$ cat src/rtl/otter_mdu_pkg.sv
// otter_mdu_pkg
//   Shared types and constants for the OTTER multi-cycle multiply/divide
//   sequencer: operation and state encodings, the function codes it drives
//   onto the core's shared ALU, the iteration count and a result selector.
package otter_mdu_pkg;

  localparam int MDU_ITERS = 32;

  localparam logic [3:0] ALU_ADD  = 4'b0000;
  localparam logic [3:0] ALU_SUB  = 4'b1000;
  localparam logic [3:0] ALU_SLTU = 4'b0011;

  typedef enum logic [1:0] {
    OP_MUL   = 2'b00,
    OP_MULHU = 2'b01,
    OP_DIVU  = 2'b10,
    OP_REMU  = 2'b11
  } mdu_op_e;

  typedef enum logic [1:0] {
    ST_IDLE   = 2'b00,
    ST_ITER_A = 2'b01,
    ST_ITER_B = 2'b10,
    ST_DONE   = 2'b11
  } mdu_state_e;

  // Divide ops share the upper encoding bit.
  function automatic logic op_is_div(input mdu_op_e op);
    return op[1];
  endfunction

  // MUL/DIVU return lo, MULHU/REMU return hi; the low op bit picks the half.
  function automatic logic [31:0] select_result(input mdu_op_e op,
                                                input logic [31:0] hi,
                                                input logic [31:0] lo);
    return op[0] ? hi : lo;
  endfunction

endpackage

$ cat src/rtl/otter_mdu_seq.sv
// otter_mdu_seq
//   Multi-cycle unsigned MUL / MULHU / DIVU / REMU sequencer. It borrows the
//   core's 32-bit ALU through the ALU_* ports, two ALU operations per bit
//   over 32 iterations, and returns RESULT with a one-cycle DONE pulse.
//
// Ports
//   CLK, RST          rising-edge clock, synchronous active-high reset
//   START, OP, A, B   request; accepted only in IDLE or DONE state
//   BUSY              high while iterating (core routes ALU from here, stalls)
//   DONE, RESULT      one-cycle completion pulse; RESULT held until next start
//   ALU_A/B/FUN       operands and function driven to the shared ALU
//   ALU_RESULT        combinational result returned by the shared ALU
//
// Configuration
//   MDU_EARLY_OUT_EN  when defined, a request with B==0 skips the iterations
//                     and reports its (identical) result one cycle later.
module otter_mdu_seq
  import otter_mdu_pkg::*;
(
  input  logic        CLK,
  input  logic        RST,
  input  logic        START,
  input  logic [1:0]  OP,
  input  logic [31:0] A,
  input  logic [31:0] B,
  output logic        BUSY,
  output logic        DONE,
  output logic [31:0] RESULT,
  output logic [31:0] ALU_A,
  output logic [31:0] ALU_B,
  output logic [3:0]  ALU_FUN,
  input  logic [31:0] ALU_RESULT
);

  mdu_state_e  state_q, state_d;
  mdu_op_e     op_q, op_d;
  logic [31:0] opa_q, opa_d;
  logic [31:0] opb_q, opb_d;
  logic [31:0] hi_q, hi_d;
  logic [31:0] lo_q, lo_d;
  logic [31:0] tmp_q, tmp_d;
  logic [31:0] result_q, result_d;
  logic [4:0]  count_q, count_d;
  logic        msb_q, msb_d;   // bit shifted out of the remainder (divide)
  logic        lt_q, lt_d;     // shifted remainder < divisor (divide)

  logic        is_div;
  logic [31:0] div_shift;      // remainder shifted left with next dividend bit
  logic        quot_bit;
  logic        carry_bit;

  assign is_div    = op_is_div(op_q);
  assign div_shift = {hi_q[30:0], lo_q[31]};
  assign quot_bit  = msb_q | ~lt_q;
  assign carry_bit = lo_q[0] & ALU_RESULT[0];

  assign BUSY   = (state_q == ST_ITER_A) || (state_q == ST_ITER_B);
  assign DONE   = (state_q == ST_DONE);
  assign RESULT = result_q;

  // ALU drive depends only on registered state so the external ALU path
  // stays a clean feed-forward loop: regs -> ALU_* -> ALU_RESULT -> regs.
  always_comb begin
    ALU_A   = '0;
    ALU_B   = '0;
    ALU_FUN = ALU_ADD;
    unique case (state_q)
      ST_ITER_A: begin
        if (is_div) begin
          ALU_A   = div_shift;
          ALU_B   = opb_q;
          ALU_FUN = ALU_SLTU;
        end else begin
          ALU_A   = hi_q;
          ALU_B   = opa_q;
          ALU_FUN = ALU_ADD;
        end
      end
      ST_ITER_B: begin
        if (is_div) begin
          ALU_A   = tmp_q;
          ALU_B   = opb_q;
          ALU_FUN = ALU_SUB;
        end else begin
          // Sum < addend exactly when the add in ITER_A wrapped.
          ALU_A   = tmp_q;
          ALU_B   = opa_q;
          ALU_FUN = ALU_SLTU;
        end
      end
      default: ;
    endcase
  end

  always_comb begin
    state_d  = state_q;
    op_d     = op_q;
    opa_d    = opa_q;
    opb_d    = opb_q;
    hi_d     = hi_q;
    lo_d     = lo_q;
    tmp_d    = tmp_q;
    result_d = result_q;
    count_d  = count_q;
    msb_d    = msb_q;
    lt_d     = lt_q;

    unique case (state_q)
      ST_IDLE, ST_DONE: begin
        state_d = ST_IDLE;
        if (START) begin
          op_d    = mdu_op_e'(OP);
          opa_d   = A;
          opb_d   = B;
          hi_d    = '0;
          lo_d    = op_is_div(mdu_op_e'(OP)) ? A : B;
          count_d = '0;
          state_d = ST_ITER_A;
`ifdef MDU_EARLY_OUT_EN
          if (B == 32'd0) begin
            // Same values the full iteration would converge to.
            result_d = select_result(mdu_op_e'(OP),
                                     op_is_div(mdu_op_e'(OP)) ? A : 32'd0,
                                     op_is_div(mdu_op_e'(OP)) ? 32'hFFFF_FFFF : 32'd0);
            state_d  = ST_DONE;
          end
`endif
        end
      end

      ST_ITER_A: begin
        if (is_div) begin
          tmp_d = div_shift;
          msb_d = hi_q[31];
          lt_d  = ALU_RESULT[0];
        end else begin
          tmp_d = lo_q[0] ? ALU_RESULT : hi_q;
        end
        state_d = ST_ITER_B;
      end

      ST_ITER_B: begin
        if (is_div) begin
          // A set msb means the shifted remainder is >= 2^32 > divisor.
          hi_d = quot_bit ? ALU_RESULT : tmp_q;
          lo_d = {lo_q[30:0], quot_bit};
        end else begin
          hi_d = {carry_bit, tmp_q[31:1]};
          lo_d = {tmp_q[0], lo_q[31:1]};
        end
        if (count_q == 5'(MDU_ITERS - 1)) begin
          result_d = select_result(op_q, hi_d, lo_d);
          state_d  = ST_DONE;
        end else begin
          count_d = count_q + 5'd1;
          state_d = ST_ITER_A;
        end
      end

      default: state_d = ST_IDLE;
    endcase
  end

  always_ff @(posedge CLK) begin
    if (RST) begin
      state_q  <= ST_IDLE;
      op_q     <= OP_MUL;
      opa_q    <= '0;
      opb_q    <= '0;
      hi_q     <= '0;
      lo_q     <= '0;
      tmp_q    <= '0;
      result_q <= '0;
      count_q  <= '0;
      msb_q    <= 1'b0;
      lt_q     <= 1'b0;
    end else begin
      state_q  <= state_d;
      op_q     <= op_d;
      opa_q    <= opa_d;
      opb_q    <= opb_d;
      hi_q     <= hi_d;
      lo_q     <= lo_d;
      tmp_q    <= tmp_d;
      result_q <= result_d;
      count_q  <= count_d;
      msb_q    <= msb_d;
      lt_q     <= lt_d;
    end
  end

endmodule

$ cat config.mk
export PLATFORM = sky130hd
export DESIGN_NAME = otter_mdu_seq
export DESIGN_NICKNAME = d
export VERILOG_FILES = /design/src/rtl/otter_mdu_pkg.sv /design/src/rtl/otter_mdu_seq.sv
export SDC_FILE = /design/constraint.sdc
export NUM_CORES = 1
export LEC_CHECK = 0
export ABC_AREA = 1
export BUFFER_PORTS_ARGS = -buffer_cell sky130_fd_sc_hd__buf_2
export CORE_AREA = 2 2 142 144
export CTS_CLUSTER_SIZE = 10
export DETAILED_ROUTE_END_ITERATION = 7
export DIE_AREA = 0 0 144 146
export PLACE_DENSITY = 0.89
export SYNTH_ARGS = -nofsm -noshare
export SYNTH_HDL_FRONTEND = slang
export SYNTH_SLANG_ARGS = --single-unit
$ cat constraint.sdc
create_clock -name CLK -period 2.3 [get_ports CLK]
set_input_delay 0.345 -clock CLK [delete_from_list [all_inputs] [get_ports CLK]]
set_output_delay 0.345 -clock CLK [all_outputs]
set_load 0.05 [all_outputs]
==> impl_metrics.tcl <==
set metrics [dict create \
    fin_skew_ps 6.931 \
    wirelength_mm 36.31 \
    max_freq_ghz 0.4391 \
    synthTopCellsByCount "290 x nand2_1, 230 x o21ai_0, 210 x nor2_1, 203 x dfxtp_1, 140 x inv_1" \
    ff2ff_path_depth 8 \
    grt_pass1_wl_mm 53.07 \
    syn_area_per_cell_um2 6.473 \
    initial_utilization_pct 55.91 \
    ant_nets 0 \
    r2r_slack_ps 290 \
    min_path_type "in -> reg" \
    cap_viol_max_count 0 \
    dp_hpwl_mm 21.94 \
    path_buf_inv 4 \
    area.sequential_um2 4070 \
    die_area_um2 21020 \
    ios 203 \
    worst_hold_slack_ps 92.11 \
    critPathRequiredTime_ps 1960 \
    p_per_area_nw_per_um2 648.8 \
    start_kind "flip-flop" \
    grt_usage_pct 30.54 \
    fillCellCount 1524 \
    synthTopCellsByArea "dfxtp_1 38%, o21ai_0 11%, nand2_1 10%" \
    route.detailed.drc 0 \
    netlist_area_um2 10810 \
    synthFlopType "dfxtp_1" \
    crit_family "buffers and inverters" \
    place.gp.congestion 0.8761 \
    hold_start "B[8]" \
    die_x_um 144 \
    cts_buffers 24 \
    fin_setup_tns_ps 0 \
    cts_tree "built" \
    critical_path_arrival_ps 1930 \
    diodes 0 \
    coreArea_um2 19330 \
    firstDrtPassIters 6 \
    ir_worst_vdd_mv 0.4279 \
    nets 1915 \
    rows 51 \
    syn_to_final_growth_pct 23.03 \
    worstMarginPinSlew_ps 829.8 \
    status "finished, final reports clean" \
    period_share_pct 99.01 \
    path_clk_slew_ps 60 \
    endpoint_kind "output port" \
    synth_seq_area_share_pct 37.59 \
    yosysWarnings 0 \
    antenna_found_initial 1 \
    drtIter0Drc 1388 \
    setup_viol 0 \
    cts.path.max_buffers 3 \
    hold_end "opb_q[8]$_SDFFE_PP0P_" \
    synth.largest_area_cell "dfxtp_1" \
    total_power_mw 8.629 \
    io_buffers 201 \
    worstPathCellList "inv_2 -> ha_4 -> clkinv_8 -> nand2_8 -> buf_12 -> o22ai_1 -> buf_4" \
    yosys_register_bits 203 \
    synthMostInstantiatedCell "nand2_1" \
    grt_pass1_vias 10742 \
    grt_start_max_net_pins 97 \
    viasPerCell 5.923 \
    setup_ws_ps 22.69 \
    r2r-start "state_q[0]$_SDFF_PP0_" \
    synth_fp_nets 1776 \
    synth_cell_types 25 \
    finalHoldViolations 0 \
    maxSlewHeadroom_pct 44.68 \
    root_buffer "clkbuf_16" \
    async_flop_share_pct 0 \
    slowest_stage "dfxtp_2" \
    holdBufCountCts 0 \
    post-synth-top-area-fraction_pct 37.59 \
    crit_type "reg -> out" \
    slew_viol_final 0 \
    clock_latency_ps 510 \
    reg2reg_to "hi_q[13]$_SDFFE_PP0P_" \
    synth_enable_flop_cells 0 \
    multi_input_area_um2 5792 \
    routedWlPerCell_um 17.47 \
    p_leak_nw 5.757 \
    cts_sinks 203 \
    num_vias 12313 \
    layout_min_cycle_time_ps 2277 \
    overflow 0 \
    whs_path_depth 3 \
    pre_cts_ws_ps 182.7 \
    synthCells 1670 \
    layout-drive-gt1-share_pct 17.70 \
    h-tree-depth 1 \
    cp_max_fo 9 \
    max_stage_delay_ps 350 \
    fp.dieH_um 146 \
]
## per-layer routing
metal / part of all wire, % / global-route usage (%) / up-vias / routed length [um]
li1: - / - / 5799 / -
met1: 39 / 43.07 / 5553 / 14270
met2: 45 / 47.60 / 838 / 16340
met3: 13 / 6.647 / 121 / 4609
met4: 3.0 / 7.549 / 2 / 1085
met5: 0.036 / 0 / - / 13
## worst min-delay path, delay by kind of cell
family	cells	cell delay, ps
buf+inv	2	110
compound gates	1	100
## worst max path at each step
stage / startpoint / end / slack, ps / cells past startpoint
after floorplan: state_q[0]$_SDFF_PP0_ / ALU_A[0] / 30 / 6
after global placement: state_q[0]$_SDFF_PP0_ / ALU_B[28] / 330 / 7
after detailed placement: state_q[0]$_SDFF_PP0_ / ALU_B[9] / 180 / 7
after CTS: state_q[0]$_SDFF_PP0_ / ALU_A[5] / -0.9 / 7
after global routing: state_q[0]$_SDFF_PP0_ / ALU_A[3] / -50 / 7
final: state_q[0]$_SDFF_PP0_ / ALU_A[3] / 20 / 7
## through the flow
stage               area, um^2  std cells  util (%)
finish                   13300       2079     68.79
global route             13300       2079     68.79
CTS                      12890       2067     66.67
detailed placement       11980       2035     61.98
global placement         11980       2035     61.98
floorplan                10830       1670         -
## timing repair
| item | CTS | global route |
|---|---|---|
| pin swaps | 0 | 2 |
| endpoints found under the setup margin | 66 | 65 |
| gates cloned | 1 | 8 |
| endpoints found under the hold margin | 0 | 0 |
| setup buffers | 0 | 4 |
| resized for setup | 73 | 48 |
## state kept, by name, indices dropped and copies added, names as in the netlist
register and flops:
RESULT 32, hi_q 32, lo_q 32, opa_q 32, opb_q 32, tmp_q 32, count_q 5, op_q 2
state_q 2, lt_q 1, msb_q 1
## cell type report
| cell class | count | area share, % |
|---|---|---|
| clock buffers | 30 | 4.845 |
| clock inverters | 1 | 0.03763 |
| inverters | 146 | 4.214 |
| multi-input cells | 1183 | 43.55 |
| flip-flops and latches | 203 | 30.60 |
| well taps | 265 | 2.493 |
| repair buffers | 251 | 14.26 |
## placed cells by master, fill, tap and decap left out, drive strengths merged, types with 32 or more instances in the layout
cell type | synthesis | final
o21ai | 251 | 251
inv | 145 | 144
clkbuf | 76 | 40
o211ai | 33 | 33
buf | 62 | 241
o22ai | 32 | 32
nor2 | 210 | 210
dfxtp | 203 | 203
nand2 | 292 | 292
nand3 | 136 | 136
a21oi | 135 | 135
## cell families (layout without fill, tap and decap cells)
group                      Yosys count  after routing  synth area share, %
DFF                                203            203                37.59
AOI/OAI and AO/OA                  514            514                26.03
and+or+nand+nor                    663            663                25.20
other                                1              1              0.03469
buffers and inverters              284            428                10.57
adders and majority gates            5              5               0.5787
## power breakdown
group,total [mW],internal (mW),switching (mW)
Sequential,3.81,3.70,0.108
Combinational,1.51,0.473,1.03
Clock,3.32,1.93,1.38
Note: power is estimated with default switching activity, not from simulation.
